`config.mk`:
```
export PLATFORM = sky130hd
export DESIGN_NAME = dac_scan_sequencer
export DESIGN_NICKNAME = d
export VERILOG_FILES = /design/src/rtl/dac_scan_pkg.sv /design/src/rtl/dac_scan_regs.sv /design/src/rtl/dac_scan_sequencer.sv
export SDC_FILE = /design/constraint.sdc
export NUM_CORES = 1
export LEC_CHECK = 0
export CORE_UTILIZATION = 35
export CTS_CLUSTER_DIAMETER = 80
export DETAILED_ROUTE_END_ITERATION = 7
export PLACE_DENSITY = 0.53
export RECOVER_POWER = 100
export SYNTH_ARGS = -nofsm -noshare
export SYNTH_HDL_FRONTEND = slang
export SYNTH_SLANG_ARGS = --single-unit
```
`constraint.sdc`:
```
create_clock -name clk -period 5.5 [get_ports clk]
set_clock_uncertainty 0.05 [all_clocks]
set_input_delay 0.55 -clock clk [delete_from_list [all_inputs] [get_ports clk]]
set_output_delay 0.55 -clock clk [all_outputs]
set_load 0.01 [all_outputs]
```
`src/rtl/dac_scan_pkg.sv`:
```
// Shared definitions for the DAC scan sequencer: FSM states, register map,
// CTRL bit positions and small sizing constants.
package dac_scan_pkg;

  typedef enum logic [2:0] {
    IDLE,
    LOAD,
    WAIT_DAC,
    SETTLE,
    COUNT,
    NEXT,
    DONE
  } state_t;

  localparam logic [7:0] ADDR_CTRL      = 8'h40;
  localparam logic [7:0] ADDR_START_LO  = 8'h41;
  localparam logic [7:0] ADDR_START_HI  = 8'h42;
  localparam logic [7:0] ADDR_STOP_LO   = 8'h43;
  localparam logic [7:0] ADDR_STOP_HI   = 8'h44;
  localparam logic [7:0] ADDR_STEP      = 8'h45;
  localparam logic [7:0] ADDR_SETTLE_LO = 8'h46;
  localparam logic [7:0] ADDR_SETTLE_HI = 8'h47;
  localparam logic [7:0] ADDR_CUR_LO    = 8'h48;
  localparam logic [7:0] ADDR_CUR_HI    = 8'h49;
  localparam logic [7:0] ADDR_POINT     = 8'h4A;

  // CTRL write bits
  localparam int CTRL_GO    = 0;
  localparam int CTRL_ABORT = 1;

  localparam int POINT_W = 8;

  // Cycles tolerated in WAIT_DAC without seeing dac_ready drop (value + 1).
  localparam logic [1:0] WAIT_DAC_MAX = 2'd3;

endpackage

```
`src/rtl/dac_scan_regs.sv`:
```
// Register file for the scan sequencer.
// Ports: clk/init (sync reset), we/addr/data_in (write side), data_out
// (registered read, 1-cycle latency), busy/done_sticky/cur/point (status
// to read back), start/stop/step/settle (scan configuration), go/abort
// (decoded CTRL strobes, combinational from the write cycle).
// Configuration is frozen while a scan is running; CTRL is always writable.
module dac_scan_regs
  import dac_scan_pkg::*;
#(
  parameter int DATA_WIDTH   = 8,
  parameter int CODE_WIDTH   = 12,
  parameter int SETTLE_WIDTH = 16
) (
  input  logic                    clk,
  input  logic                    init,
  input  logic                    we,
  input  logic [DATA_WIDTH-1:0]   addr,
  input  logic [DATA_WIDTH-1:0]   data_in,
  input  logic                    busy,
  input  logic                    done_sticky,
  input  logic [CODE_WIDTH-1:0]   cur,
  input  logic [POINT_W-1:0]      point,
  output logic [CODE_WIDTH-1:0]   start,
  output logic [CODE_WIDTH-1:0]   stop,
  output logic [DATA_WIDTH-1:0]   step,
  output logic [SETTLE_WIDTH-1:0] settle,
  output logic                    go,
  output logic                    abort,
  output logic [DATA_WIDTH-1:0]   data_out
);

  logic ctrl_wr;

  // ABORT dominates: a combined GO|ABORT write never starts a scan.
  assign ctrl_wr = we && (addr == ADDR_CTRL);
  assign abort   = ctrl_wr && data_in[CTRL_ABORT];
  assign go      = ctrl_wr && data_in[CTRL_GO] && !data_in[CTRL_ABORT];

  always_ff @(posedge clk) begin
    if (init) begin
      start    <= '0;
      stop     <= '0;
      step     <= '0;
      settle   <= '0;
      data_out <= '0;
    end else begin
      if (we && !busy) begin
        case (addr)
          ADDR_START_LO:  start[DATA_WIDTH-1:0]            <= data_in;
          ADDR_START_HI:  start[CODE_WIDTH-1:DATA_WIDTH]   <= data_in[CODE_WIDTH-DATA_WIDTH-1:0];
          ADDR_STOP_LO:   stop[DATA_WIDTH-1:0]             <= data_in;
          ADDR_STOP_HI:   stop[CODE_WIDTH-1:DATA_WIDTH]    <= data_in[CODE_WIDTH-DATA_WIDTH-1:0];
          ADDR_STEP:      step                             <= data_in;
          ADDR_SETTLE_LO: settle[DATA_WIDTH-1:0]           <= data_in;
          ADDR_SETTLE_HI: settle[SETTLE_WIDTH-1:DATA_WIDTH] <= data_in[SETTLE_WIDTH-DATA_WIDTH-1:0];
          default: ;
        endcase
      end
      // Unmapped addresses leave data_out unchanged.
      case (addr)
        ADDR_CTRL:      data_out <= DATA_WIDTH'({busy, done_sticky});
        ADDR_START_LO:  data_out <= start[DATA_WIDTH-1:0];
        ADDR_START_HI:  data_out <= DATA_WIDTH'(start[CODE_WIDTH-1:DATA_WIDTH]);
        ADDR_STOP_LO:   data_out <= stop[DATA_WIDTH-1:0];
        ADDR_STOP_HI:   data_out <= DATA_WIDTH'(stop[CODE_WIDTH-1:DATA_WIDTH]);
        ADDR_STEP:      data_out <= step;
        ADDR_SETTLE_LO: data_out <= settle[DATA_WIDTH-1:0];
        ADDR_SETTLE_HI: data_out <= DATA_WIDTH'(settle[SETTLE_WIDTH-1:DATA_WIDTH]);
        ADDR_CUR_LO:    data_out <= cur[DATA_WIDTH-1:0];
        ADDR_CUR_HI:    data_out <= DATA_WIDTH'(cur[CODE_WIDTH-1:DATA_WIDTH]);
        ADDR_POINT:     data_out <= DATA_WIDTH'(point);
        default: ;
      endcase
    end
  end

endmodule

```
`src/rtl/dac_scan_sequencer.sv`:
```
// Steps the DAC code from START to STOP by STEP; per point: load the DAC,
// wait for the writer to finish, settle, then open one counting window.
// Ports: clk, init (sync reset), we/addr/data_in/data_out (register bus),
// dac_code/dac_load/dac_ready (DAC writer handshake), win_start/win_done
// (counter window handshake), busy (scan active), scan_done (end pulse).
module dac_scan_sequencer
  import dac_scan_pkg::*;
#(
  parameter int DATA_WIDTH   = 8,
  parameter int CODE_WIDTH   = 12,
  parameter int SETTLE_WIDTH = 16
) (
  input  logic                  clk,
  input  logic                  init,
  input  logic                  we,
  input  logic [DATA_WIDTH-1:0] addr,
  input  logic [DATA_WIDTH-1:0] data_in,
  output logic [DATA_WIDTH-1:0] data_out,
  output logic [CODE_WIDTH-1:0] dac_code,
  output logic                  dac_load,
  input  logic                  dac_ready,
  output logic                  win_start,
  input  logic                  win_done,
  output logic                  busy,
  output logic                  scan_done
);

  state_t                  state_q, state_d;
  logic [CODE_WIDTH-1:0]   cur_q, cur_d;
  logic [CODE_WIDTH-1:0]   code_d;
  logic [POINT_W-1:0]      point_q, point_d;
  logic [SETTLE_WIDTH-1:0] settle_cnt_q, settle_cnt_d;
  logic [1:0]              wait_cnt_q, wait_cnt_d;
  logic                    seen_low_q, seen_low_d;
  logic                    done_sticky_q, done_sticky_d;
  logic                    load_d, win_d;

  logic [CODE_WIDTH-1:0]   start, stop, step_ext;
  logic [DATA_WIDTH-1:0]   step;
  logic [SETTLE_WIDTH-1:0] settle;
  logic                    go, abort;
  logic [CODE_WIDTH:0]     sum;

  function automatic logic [POINT_W-1:0] sat_inc(input logic [POINT_W-1:0] v);
    return (v == '1) ? v : v + POINT_W'(1);
  endfunction

  dac_scan_regs #(
    .DATA_WIDTH  (DATA_WIDTH),
    .CODE_WIDTH  (CODE_WIDTH),
    .SETTLE_WIDTH(SETTLE_WIDTH)
  ) u_regs (
    .clk        (clk),
    .init       (init),
    .we         (we),
    .addr       (addr),
    .data_in    (data_in),
    .busy       (busy),
    .done_sticky(done_sticky_q),
    .cur        (cur_q),
    .point      (point_q),
    .start      (start),
    .stop       (stop),
    .step       (step),
    .settle     (settle),
    .go         (go),
    .abort      (abort),
    .data_out   (data_out)
  );

  assign busy      = (state_q != IDLE);
  assign scan_done = (state_q == DONE);

  // One extra bit so a step past the top code ends the scan instead of wrapping.
  assign step_ext = (step == '0) ? CODE_WIDTH'(1) : CODE_WIDTH'(step);
  assign sum      = {1'b0, cur_q} + {1'b0, step_ext};

  always_comb begin
    state_d       = state_q;
    cur_d         = cur_q;
    code_d        = dac_code;
    point_d       = point_q;
    settle_cnt_d  = settle_cnt_q;
    wait_cnt_d    = wait_cnt_q;
    seen_low_d    = seen_low_q;
    done_sticky_d = done_sticky_q;
    load_d        = 1'b0;
    win_d         = 1'b0;

    case (state_q)
      IDLE: begin
        if (go) begin
          cur_d         = start;
          point_d       = '0;
          done_sticky_d = 1'b0;
          state_d       = LOAD;
        end
      end
      LOAD: begin
        if (dac_ready) begin
          load_d     = 1'b1;
          code_d     = cur_q;
          wait_cnt_d = '0;
          seen_low_d = 1'b0;
          state_d    = WAIT_DAC;
        end
      end
      WAIT_DAC: begin
        // A writer that never drops ready is assumed finished after a few cycles.
        if (!dac_ready) begin
          seen_low_d = 1'b1;
        end else if (seen_low_q || wait_cnt_q == WAIT_DAC_MAX) begin
          settle_cnt_d = settle;
          state_d      = SETTLE;
        end else begin
          wait_cnt_d = wait_cnt_q + 2'd1;
        end
      end
      SETTLE: begin
        if (settle_cnt_q == '0) begin
          win_d   = 1'b1;
          state_d = COUNT;
        end else begin
          settle_cnt_d = settle_cnt_q - SETTLE_WIDTH'(1);
        end
      end
      COUNT: begin
        if (win_done) state_d = NEXT;
      end
      NEXT: begin
        if (cur_q == stop || sum > {1'b0, stop}) begin
          state_d = DONE;
        end else begin
          cur_d   = sum[CODE_WIDTH-1:0];
          point_d = sat_inc(point_q);
          state_d = LOAD;
        end
      end
      DONE: begin
        done_sticky_d = 1'b1;
        state_d       = IDLE;
      end
      default: state_d = IDLE;
    endcase

    // Abort wins over whatever the current state wanted to do.
    if (abort && state_q != IDLE && state_q != DONE) begin
      state_d = DONE;
      load_d  = 1'b0;
      win_d   = 1'b0;
      code_d  = dac_code;
    end
  end

  always_ff @(posedge clk) begin
    if (init) begin
      state_q       <= IDLE;
      cur_q         <= '0;
      dac_code      <= '0;
      point_q       <= '0;
      settle_cnt_q  <= '0;
      wait_cnt_q    <= '0;
      seen_low_q    <= 1'b0;
      done_sticky_q <= 1'b0;
      dac_load      <= 1'b0;
      win_start     <= 1'b0;
    end else begin
      state_q       <= state_d;
      cur_q         <= cur_d;
      dac_code      <= code_d;
      point_q       <= point_d;
      settle_cnt_q  <= settle_cnt_d;
      wait_cnt_q    <= wait_cnt_d;
      seen_low_q    <= seen_low_d;
      done_sticky_q <= done_sticky_d;
      dac_load      <= load_d;
      win_start     <= win_d;
    end
  end

endmodule

```
Word-level counts from Yosys, hierarchy flattened:

Cells that the tools add are included.

* flip-flop bits (word level): 113
* input port bits: 21
* output and inout bits: 24
* logic and storage cells: 137

* add/sub/neg operators: 4
* $lt $le $gt $ge: 1
* equality and inequality tests: 38
* mux-type cells: 33
* bitwise operators: 3
* reductions and logical operators: 39

Operator list (count)
* equality test 8 x 7 -> 1 bit (second input constant): 11
* one-hot mux 8 bit (11 select lines): 1
* two-way mux 16 bit: 3
* two-way mux 8 bit: 4
* one-hot mux 16 bit (2 select lines): 1
* two-way mux 12 bit: 2
* two-way mux 3 bit: 8
* one-hot mux 12 bit (2 select lines): 1
* inequality test 2 bit (second input constant): 11
* inequality test 3 bit (second input constant): 7
* one-hot mux 3 bit (6 select lines): 1
* logical NOT 16 bit: 1
* one-hot mux 8 bit (2 select lines): 1
* AND reduction 2 bit: 8
* subtractor 16 x 1 -> 16 bit (second input constant): 1
* adder 12 x 8 -> 13 bit: 1
* greater-than comparator 13 x 12 -> 1 bit: 1
* equality test 12 bit: 1
* AND reduction 4 bit: 3
* AND reduction 6 bit: 2
* nonzero test 11 bit: 1
* equality test 3 bit (second input constant): 3
* AND reduction 3 bit: 3
* adder 8 x 1 -> 8 bit (second input constant): 1
* 19 further kinds: 41

Longest topological paths before layout:

Gate-level depths: netlist (run 1).

* depth in word-level cells: 8
* mapped depth: 20
* mapped depth without buffers: 18

By module:

From an unflattened synthesis (run 1), not the netlist that was laid out.

* cell total of the unflattened synthesis: 824
* area total of the unflattened synthesis: 6675.2 um^2

By module, submodules not included
* dac_scan_sequencer: instances 1, cells each 503, area each 3958.8 um^2, seq. area each 1141.1 um^2
* dac_scan_regs: instances 1, cells each 321, area each 2716.4 um^2, seq. area each 1121.1 um^2

Worst setup path before layout (run 1):

No wires, ideal clock.

* kind: reg2reg
* from: register u_regs.step[1]
* to: register point_q[7]
* setup time: 0.071 ns
* arrival: 4.159 ns
* data required time: 5.379 ns
* slack: 1.220 ns
* cell stages (with the launch flop): 20
* path buffers: 1
* clock period less this slack: 4.280 ns
* path through: dfxtp_1 > nor3_1 > a21o_1 > ha_1 > fa_1 > a21oi_2 > o21ai_2 > a31o_1 > o31ai_4 > nor2_1 > xor2_1 > ha_1 > a21o_1 > a21oi_1 > nand2_1 > o311ai_4 > o2111ai_2 > buf_6 > or4_1 > a21oi_1

* longest elaborated chain between the ends: 7

RTL lines
* from (decl): RTL line dac_scan_regs.sv:25 `output logic [DATA_WIDTH-1:0] step,`
* from (signal assigned): RTL line dac_scan_regs.sv:53 `ADDR_STEP: step <= data_in;`
* logical NOT 8 bit: RTL line dac_scan_sequencer.sv:75 `assign step_ext = (step == '0) ? CODE_WIDTH'(1) : CODE_WIDTH'(step);`
* two-way mux 8 bit (*): RTL line dac_scan_sequencer.sv:75
* adder 12 x 8 -> 13 bit (*): RTL line dac_scan_sequencer.sv:76 `assign sum = {1'b0, cur_q} + {1'b0, step_ext};`
* greater-than comparator 13 x 12 -> 1 bit (*): RTL line dac_scan_sequencer.sv:131 `if (cur_q == stop || sum > {1'b0, stop}) begin`
* logical OR 1 bit (*): RTL line dac_scan_sequencer.sv:131
* inequality test 2 bit (no line) (*)
* AND reduction 4 bit (no line) (*)
* to (signal assigned): RTL line dac_scan_sequencer.sv:171 `point_q <= point_d;`
* to (decl): RTL line dac_scan_sequencer.sv:31 `logic [POINT_W-1:0] point_q, point_d;`

Mark *: on every way between the ends. The rest lies on a longest branch, timed or not.
A chain may end at the register's enable or synchronous reset.

Worst setup path after layout (run 1):

Ends and elaborated chain as after synthesis.

==> flow_summary.toml, run 1 <==
[run_status]
status = "complete, but fails checks"
violations = "DRC"

[grt]
grt_max_degree = 80
antenna_found_initial = 0
grtUsageMet3_pct = 4.88
met1_usage_pct = 32.2
grt_overflow = 0
use_met2_pct = 32.1
top_usage_layer = "met1"
first_global_vias = 5564
globalRouteTotalUtil_pct = 22.2
grt_pass1_wl_mm = 32.7

[setup_path]
path_max_fanout = 22
cp_data_arrival_time_ns = 5.32
crit_type = "reg2reg"
cp-end-kind = "register"
worstPathRequired_ns = 5.79
cp-start-kind = "register"

[routing]
dr.pass1.iters = 7
routedWlPerCell_um = 19.4
drc = 4
routed_wl_mm = 21.0
antenna_left = 0
vias_per_cell = 5.69
initialDrtViolationCount = 509
via_count = 6158

[yosys]
synth_top_family_by_area = "simple AND/OR/NAND/NOR gates"
synth_cell_type_count = 76
synth_fa_ha_area_share_pct = 4.73
synth_top_area_cell = "dfxtp_1"
synthMuxAreaShare_pct = 7.90
synth-simple-area-share_pct = 24.6
ys.flop_type = "dfxtp_1"
yosysWarnings = 0
ys_seq_elements = 113
synth_nets = 865
synth_edf_count = 0
synthArstFlopShare_pct = 0
synthXorXnorAreaFrac_pct = 3.10
synthCells = 820
seq_area_frac_synth_pct = 34.8
synth.avg_cell_area_um2 = 7.94
syn_area_um2 = 6510
synth_compound_area_share_pct = 20.2
synth_top_area_share_pct = 34.8
synth_area_leaders = "dfxtp_1, nand2_1, a21oi_1"

[power]
power_leakage_uw = 0.00290
irDropWorstVdd_mv = 0.179
p_per_area_nw_per_um2 = 287

[sta]
fin_crit_ns = 5.02
rsz0062_at_grt = "no"
whs_ns = 0.409
relSlewSlack_pct = 37.7
setup_tns_ns = 0
slew_viol_final = 0
worstMarginPinSlew_ns = 0.927
report.final.hold_viol_count = 0
setup_violations = 0
post-route-period-util_pct = 91.3
fmax_mhz = 199
setup_slack_ns = 0.476

[clock_network]
cts_buffers = 17
cts-resized-gates = 0
cts-root-buf = "clkbuf_16"
cts_tree = "built"
clk_latency_ns = 0.42
cts.sink_count = 113
clk_pin_slew_worst_paths_ns = 0.06
cts_setup_buffers = 0
cts_hold_buf = 0
htreeDepth = 4
clockBufferDepth = 2

[final_layout]
final_cell_area_um2 = 7620
fill_cells = 1871
drive_gt1_share_pct = 6.79
antenna_cells = 0
areaGrowthSynthToFinish_pct = 17.1
fin_nets = 887

[placed_design]
dpl.hpwl_mm = 15.2
detailed_place.area_um2 = 7090
gp_congestion = 0.909
io_buffers = 44
place_ws_ns = 0.553

[floorplanning]
core-area_um2 = 18100
rows = 49
initial_core_util_pct = 36.0
die_w_um = 138
ioPinCount = 45
dieArea_um2 = 19100
die_y_um = 138

[job]
maxCapViolCount = 0

[worst_hold_path]
hold_path.class = "reg2reg"
==> state kept, by name, indices dropped and copies added, names as in the netlist, 2 cells and up <==
| register | count |
|---|---|
| settle_cnt_q | 16 |
| state_q | 3 |
| u_regs.start | 12 |
| cur_q | 12 |
| dac_code | 12 |
| u_regs.stop | 12 |
| point_q | 8 |
| u_regs.data_out | 8 |
| u_regs.settle | 16 |
| u_regs.step | 8 |
| wait_cnt_q | 2 |
==> area by class of cell <==
class,count,area (um2),share of cell area (%)
clock buffer,22,484,6.36
sequential,113,2260,29.7
timing repair buffer,52,494,6.49
tap,229,287,3.76
inverter,25,95.1,1.25
multi-input combinational,633,3910,51.4
clock inverter,9,82.6,1.08
==> synthesized netlist by cell type, types with 3 or more instances <==
library cell,n
mux2i_1,39
nor3b_1,3
or4_1,9
a22o_1,4
nand2b_1,5
o211ai_1,7
a31oi_1,6
mux2_2,5
a311oi_1,5
o31ai_1,10
nor2b_1,9
and3_1,11
inv_1,23
nand4_1,5
mux4_2,3
nand2_1,137
ha_1,23
nor3_1,22
dfxtp_1,113
nor4_1,8
xnor2_1,6
a211oi_1,6
a22oi_1,11
clkbuf_1,39
nor2_1,75
buf_2,5
nor4b_1,3
o21ai_0,28
o21ai_1,12
a221oi_1,4
nor3_2,5
a21oi_1,82
o41ai_1,3
a21o_1,5
xor2_1,17
nand3b_1,3
nand3_1,22
==> path summary, 6_finish.rpt <==
path                                    start  cells past startpoint  slack (ns)                         end
setup / recovery  u_regs.step[1]$_SDFFE_PP0P_                     18        0.48     point_q[7]$_SDFFE_PP0P_
hold / removal     wait_cnt_q[1]$_SDFFE_PP0P_                      2        0.41  wait_cnt_q[1]$_SDFFE_PP0P_
setup reg to reg  u_regs.step[1]$_SDFFE_PP0P_                     18        0.48     point_q[7]$_SDFFE_PP0P_
hold reg to reg    wait_cnt_q[1]$_SDFFE_PP0P_                      2        0.41  wait_cnt_q[1]$_SDFFE_PP0P_
==> cell usage in the layout, fill, tap and decap left out, drive strengths merged, types with 6 or more instances in the layout <==
cell type and instances:
nand2 137, dfxtp 113, a21oi 83, nor2 75
o21ai 41, mux2i 39, nor3 27, dlygate4sd3 25
inv 24, ha 23, clkbuf 23, nand3 22
clkdlybuf4s50 18, xor2 17, and3 11, a22oi 11
o31ai 11, nor4 10, nor2b 9, or4 9
buf 8, o211ai 7, clkinv 7, xnor2 6
a211oi 6, nand2b 6, a31oi 6
==> layer usage <==
metal  part of all wire, %  wire length [um]
met5                     0                 0
met4                   2.3               492
met3                   6.6              1400
met2                    43              9050
met1                    48             10100
==> worst max-delay path: stages (launching register included) <==
cell	delay, ns
dfxtp_1	0.42
nor3_1	0.08
a21o_1	0.19
ha_1	0.22
fa_1	0.40
a21oi_1	0.21
o21ai_2	0.09
a31o_1	0.27
o31ai_4	0.33
nor2_1	0.14
xor2_1	0.16
ha_1	0.29
a21o_1	0.16
a21oi_1	0.19
nand2_1	0.11
o311ai_4	0.29
o2111ai_2	0.53
or4_1	0.64
a21oi_1	0.16
==> cells by family (layout without fill, tap and decap cells) <==
kind of cell,Yosys count,after routing
flops,113,113
mux,47,47
xor+xnor,23,23
buf+inv,74,108
compound gates,205,205
simple gates,334,334
fa+ha+maj,24,24
==> where the power goes <==
| group | switching (uW) | leakage [uW] | total (uW) | internal [uW] |
|---|---|---|---|---|
| logic | 169 | 0.00171 | 265 | 95.2 |
| registers | 26.0 | 0.000910 | 858 | 832 |
| clock network | 403 | 0.000278 | 1070 | 664 |
| total | 598 | 0.00290 | 2190 | 1590 |
==> stage by stage <==
stage | instances | utilization (%) | total power, uW
floorplan | 820 | - | 1060
global placement | 1052 | 39.2 | 1150
detailed placement | 1052 | 39.2 | 1140
CTS | 1083 | 42.3 | 2210
global route | 1083 | 42.1 | 2270
finish | 1083 | 42.1 | 2190
Note: power is estimated with default switching activity, not from simulation.
==> run 2: changes to the inputs <==
PLACE_DENSITY = 0.55   (was 0.53)
clock period = 4.5 ns   (was 5.5 ns; I/O delays follow)
==> flow_summary.toml, run 2 (synthesized netlist as in run 1, its figures left out) <==
[clock_network]
cts-root-buf = "clkbuf_16"
cts_buffers = 17
clk_pin_slew_worst_paths_ns = 0.06
htreeDepth = 4
cts_tree = "built"
clockBufferDepth = 2
clk_latency_ns = 0.42
cts_hold_buf = 0
cts.sink_count = 113

[setup_path]
path_cells = "nor4_2 -> a21o_1 -> ha_1 -> fa_2 -> a21oi_2 -> o21ai_2 -> a31o_1 -> o31ai_4 -> buf_4 -> xnor2_1 -> ha_1 -> and4_1 -> nand2_1 -> or3_4 -> o311ai_4 -> buf_6 -> o2111ai_4 -> buf_4 -> and3_1 -> o21a_1"
path_buf_inv = 3
cp-start-kind = "register"
cp_data_arrival_time_ns = 4.56
cp_top_family = "compound AO/OA/AOI/OAI gates"
slowest_delay_ns = 0.40
path_max_fanout = 8
cp-end-kind = "register"
worstPathRequired_ns = 4.77
critical-path-slowest-cell = "or3_4"
crit_type = "reg2reg"

[final_layout]
fin_nets = 916
multi_input_area_um2 = 3990
most-common-layout-cells = "nand2_1, dfxtp_1, a21oi_1"
top_regs = "settle_cnt_q: 16 flops, u_regs.settle: 16 flops"
regArea_um2 = 2260
final_cell_area_um2 = 7970
antenna_cells = 0
layout_commonest_cell = "nand2_1"
fill_cells = 1810
areaGrowthSynthToFinish_pct = 22.5
drive_gt1_share_pct = 11.0

[sta]
report.final.hold_viol_count = 0
fmax_mhz = 233
slew_viol_final = 0
setup_violations = 0
whs_ns = 0.411
post-route-period-util_pct = 95.3
setup_tns_ns = 0
rsz0062_at_grt = "no"
fin_crit_ns = 4.29
relSlewSlack_pct = 36.5
worstMarginPinSlew_ns = 0.952

[floorplanning]
initial_core_util_pct = 36.0
dieArea_um2 = 19100
core-area_um2 = 18100
rows = 49
ioPinCount = 45
die_w_um = 138
die_y_um = 138

[power]
irDropWorstVdd_mv = 0.214
seqPwrFrac_pct = 37.0
switching_share_pct = 26.3
power_leakage_uw = 0.00307
power_switching_uw = 745
p_per_area_nw_per_um2 = 356
p_int_uw = 2090
clockPowerShare_pct = 51.4
combinationalPowerShare_pct = 11.6

[grt]
grt_max_degree = 62
antenna_found_initial = 0
grt_overflow = 0
globalRouteTotalUtil_pct = 22.1
grt_pass1_wl_mm = 32.5
first_global_vias = 5657

[routing]
antenna_left = 0
drc = 6
vias_per_cell = 5.63
dr.pass1.iters = 7
routed_wl_mm = 20.9
via_count = 6267
routedWlPerCell_um = 18.8
initialDrtViolationCount = 520

[run_status]
status = "complete, but fails checks"
violations = "DRC"

[placed_design]
dpl.hpwl_mm = 15.0
io_buffers = 44
detailed_place.area_um2 = 7270
gp_congestion = 0.896

[worst_hold_path]
hold_path.class = "reg2reg"

[job]
maxCapViolCount = 0
==> run 2: repair_timing <==
item                                    4_1_cts  5_1_grt
pin swaps                                     0        6
resized for setup                             1        9
setup buffers                                 0        4
cloned                                        0        1
endpoints found under the setup margin        2       13
==> run 2: path summary, 6_finish.rpt <==
kind,from,cells past startpoint,end,slack (ns)
worst max register to register,u_regs.step[5]$_SDFFE_PP0P_,20,cur_q[2]$_SDFFE_PP0P_,0.21
worst max-delay path,u_regs.step[5]$_SDFFE_PP0P_,20,cur_q[2]$_SDFFE_PP0P_,0.21
worst min register to register,wait_cnt_q[1]$_SDFFE_PP0P_,2,wait_cnt_q[1]$_SDFFE_PP0P_,0.41
worst min-delay path,wait_cnt_q[1]$_SDFFE_PP0P_,2,wait_cnt_q[1]$_SDFFE_PP0P_,0.41
==> run 2: worst register-to-register path, delay by kind of cell (launching register included) <==
| family | cells | cell delay (ns) |
|---|---|---|
| AOI/OAI and AO/OA | 8 | 1.43 |
| and+or+nand+nor | 5 | 0.91 |
| adders and majority gates | 3 | 0.88 |
| buffers and inverters | 3 | 0.53 |
| DFF | 1 | 0.34 |
| xor gates and xnor gates | 1 | 0.06 |
==> run 2: through the flow <==
stage | power [uW] | cells | worst slack, ns | util (%)
floorplan | 1290 | 820 | 0.220 | -
global placement | 1400 | 1076 | 0.0792 | 40.2
detailed placement | 1400 | 1076 | 0.0116 | 40.2
CTS | 2860 | 1108 | 0.129 | 43.8
global route | 2940 | 1113 | 0.00100 | 44.1
finish | 2830 | 1113 | 0.212 | 44.1
==> run 2: power by group through the flow <==
| stage | registers [uW] | logic (uW) | clock network, uW |
|---|---|---|---|
| 6_report | 1050 | 329 | 1460 |
| 5_1_grt | 1050 | 361 | 1520 |
| 4_1_cts | 1050 | 332 | 1480 |
| 3_5_place_dp | 1070 | 329 | 0 |
| 3_3_place_gp | 1070 | 328 | 0 |
| 2_1_floorplan | 1050 | 241 | 0 |
==> run 2: per-layer routing <==
metal,vias up,global-route usage [%],share of wire (%)
li1,3053,-,-
met1,2999,31.7,48
met2,184,32.3,44
met3,31,4.78,6.0
met4,0,7.81,2.1
met5,-,0,0
==> run 2: layout make-up <==
class | count | share of cell area [%]
clock buffers | 19 | 5.68
clock inverters | 13 | 2.31
inverters | 25 | 1.19
multi-input cells | 634 | 50.0
flip-flops and latches | 113 | 28.4
well taps | 229 | 3.59
repair buffers | 80 | 8.84
==> run 3: changes to the inputs <==
SKIP_LAST_GASP = 1   (was default)
==> results of run 3 <==
Same layout as run 2: the final DEF is identical, and so are final timing and power.
==> edit (config.mk and constraints of run 1) <==
`SETTLE_WIDTH` is set to 16 in 2 places; all go to 14.
--- a/src/rtl/dac_scan_regs.sv
+++ b/src/rtl/dac_scan_regs.sv
@@ -9,7 +9,7 @@
 #(
   parameter int DATA_WIDTH   = 8,
   parameter int CODE_WIDTH   = 12,
-  parameter int SETTLE_WIDTH = 16
+  parameter int SETTLE_WIDTH = 14
 ) (
   input  logic                    clk,
   input  logic                    init,
--- a/src/rtl/dac_scan_sequencer.sv
+++ b/src/rtl/dac_scan_sequencer.sv
@@ -8,7 +8,7 @@
 #(
   parameter int DATA_WIDTH   = 8,
   parameter int CODE_WIDTH   = 12,
-  parameter int SETTLE_WIDTH = 16
+  parameter int SETTLE_WIDTH = 14
 ) (
   input  logic                  clk,
   input  logic                  init,
Behaviour: not the same (Yosys sat finds a counterexample within 4 cycles, from zero or initial values).
==> edit against run 1 <==
Non-clock buffer count rose by 4. Setup slack better by 0.13 ns. Sequential cell count shrank 4. Die area down 1.5%. Critical path depth decreased by 2. Routed wire length grew 1.0%. Cell area down 5.1%. Hold slack better by 0.015 ns. Power is 19% lower. Count of clock-buffer cells in the layout fell by 12. Cell count decreased by 3.5%. Synthesized area shrank 1.5%. Largest power group is now sequential cells.
==> edit: results <==
set metrics [dict create \
    vias_per_cell 5.91 \
    part_of_the_yosys_area_used_for_sequential_elements 0.340 \
    regs_by_ff_count "settle_cnt_q x14, u_regs.settle x14" \
    holdPathEnd "u_regs.data_out[0]" \
    worst-path-max-fanout 20 \
    cts_buffers 9 \
    vdd_ir_drop_max_mv 0.270 \
    avgRoutedWirePerCell_um 20.3 \
    synth.avg_cell_area_sq_um 7.96 \
    clk_latency_ns 0.36 \
    final_net_count 858 \
    dpl-instance-area_sq_mm 0.00697 \
    p_leak_nw 2.66 \
    wire_length_of_the_first_global_routing_pass_mm 32.6 \
    r2r_setup_slack_ns 0.61 \
    hold_class "flop to flop" \
    globalRouteOverflowTotal 0 \
    instances_no_fill 1045 \
    cp-start-kind "flop" \
    cts.htree.levels 3 \
    synth_top_cells_by_count "109 x dfxtp_1, 90 x nand2_1, 77 x a21oi_1, 68 x nor2_1, 60 x nand3_1" \
    io_buffers 44 \
    gp_congestion 0.924 \
    largest_net_degree_at_the_start_of_global_routing 56 \
    reg2reg_from "u_regs.step[1]" \
    final_layout_size_suffix_gt1_frac 0.0453 \
    synth_cell_types 69 \
    worstPathArrival_ns 5.10 \
    run_status "finished clean" \
    first_global_vias 5577 \
    r2r_cells 16 \
    setup_ws_ns 0.608 \
    drt_pre_antenna_iters 5 \
    post-dp-hpwl_mm 16.0 \
    async_reset_ff_frac 0 \
    first_iter_violations 567 \
    preCtsSetupSlack_ns 0.826 \
    hold_path.startpoint "u_regs.data_out[0]" \
    worst_slew_pin_slew_ns 1.08 \
    synth_fp_nets 850 \
    clock_slew_seen_by_the_registers_of_the_worst_setup_and_hold_paths_ns 0.07 \
    whs_ns 0.424 \
    endpoint "cur_q[2]" \
    biggest_area_contributors_in_the_synthesized_netlist "dfxtp_1 34%, a21oi_1 6.0%, mux2i_1 5.6%, nand2_1 5.3%, nand3_1 4.7%" \
    track_usage 0.233 \
]
[edit: changes by cell type after synthesis, sizes merged, moves of 8 or more]
cell | run 1 | this run
nand2 | 137 | 92
nand3 | 22 | 61
xor2 | 17 | 4
xnor2 | 6 | 19
buf | 9 | 17
nand4 | 5 | 14
nor3 | 27 | 16
[edit: cells by family after synthesis]
group | after synthesis | synth area share
buffers and inverters | 86 | 0.0556
XOR/XNOR | 23 | 0.0314
multiplexers | 42 | 0.0720
AO/OA/AOI/OAI | 213 | 0.218
flip-flops | 109 | 0.340
adder cells (fa/ha/maj) | 24 | 0.0480
AND/OR/NAND/NOR | 308 | 0.234
[edit: final cells by class]
class | instances | area, sq um
Timing Repair Buffer | 56 | 513
Clock buffer | 10 | 229
Sequential cell | 109 | 2180
Inverter | 27 | 101
Tap cell | 229 | 287
Clock inverter | 4 | 73.8
Fill cell | 1872 | 10700
Multi-Input combinational cell | 610 | 3840
[edit: where the power goes]
part	leakage, nW	switching (mW)	internal, mW
logic	1.63	0.152	0.0838
registers	0.878	0.0243	0.803
clock network	0.149	0.304	0.396
total	2.66	0.480	1.28
[edit: critical path, cell delays in order, from the launching register on]
cell and delay (ns):
dfxtp_1 0.45, nor3_1 0.09, a21o_1 0.20, ha_1 0.22, a211oi_1 0.47, nor2_1 0.15
or4_1 0.41, a31oi_1 0.22, xnor2_1 0.11, ha_1 0.30, and4_1 0.20, nand2_1 0.08
or3_4 0.40, o311ai_4 0.12, nand3_2 0.41, and2_0 0.50, o41ai_1 0.40
[edit: routing by layer]
layer,routed length [um],track usage,vias up
li1,-,-,2941
met1,9990,0.330,2981
met2,9360,0.344,226
met3,1420,0.0541,33
met4,477,0.0775,0
met5,0,0,-
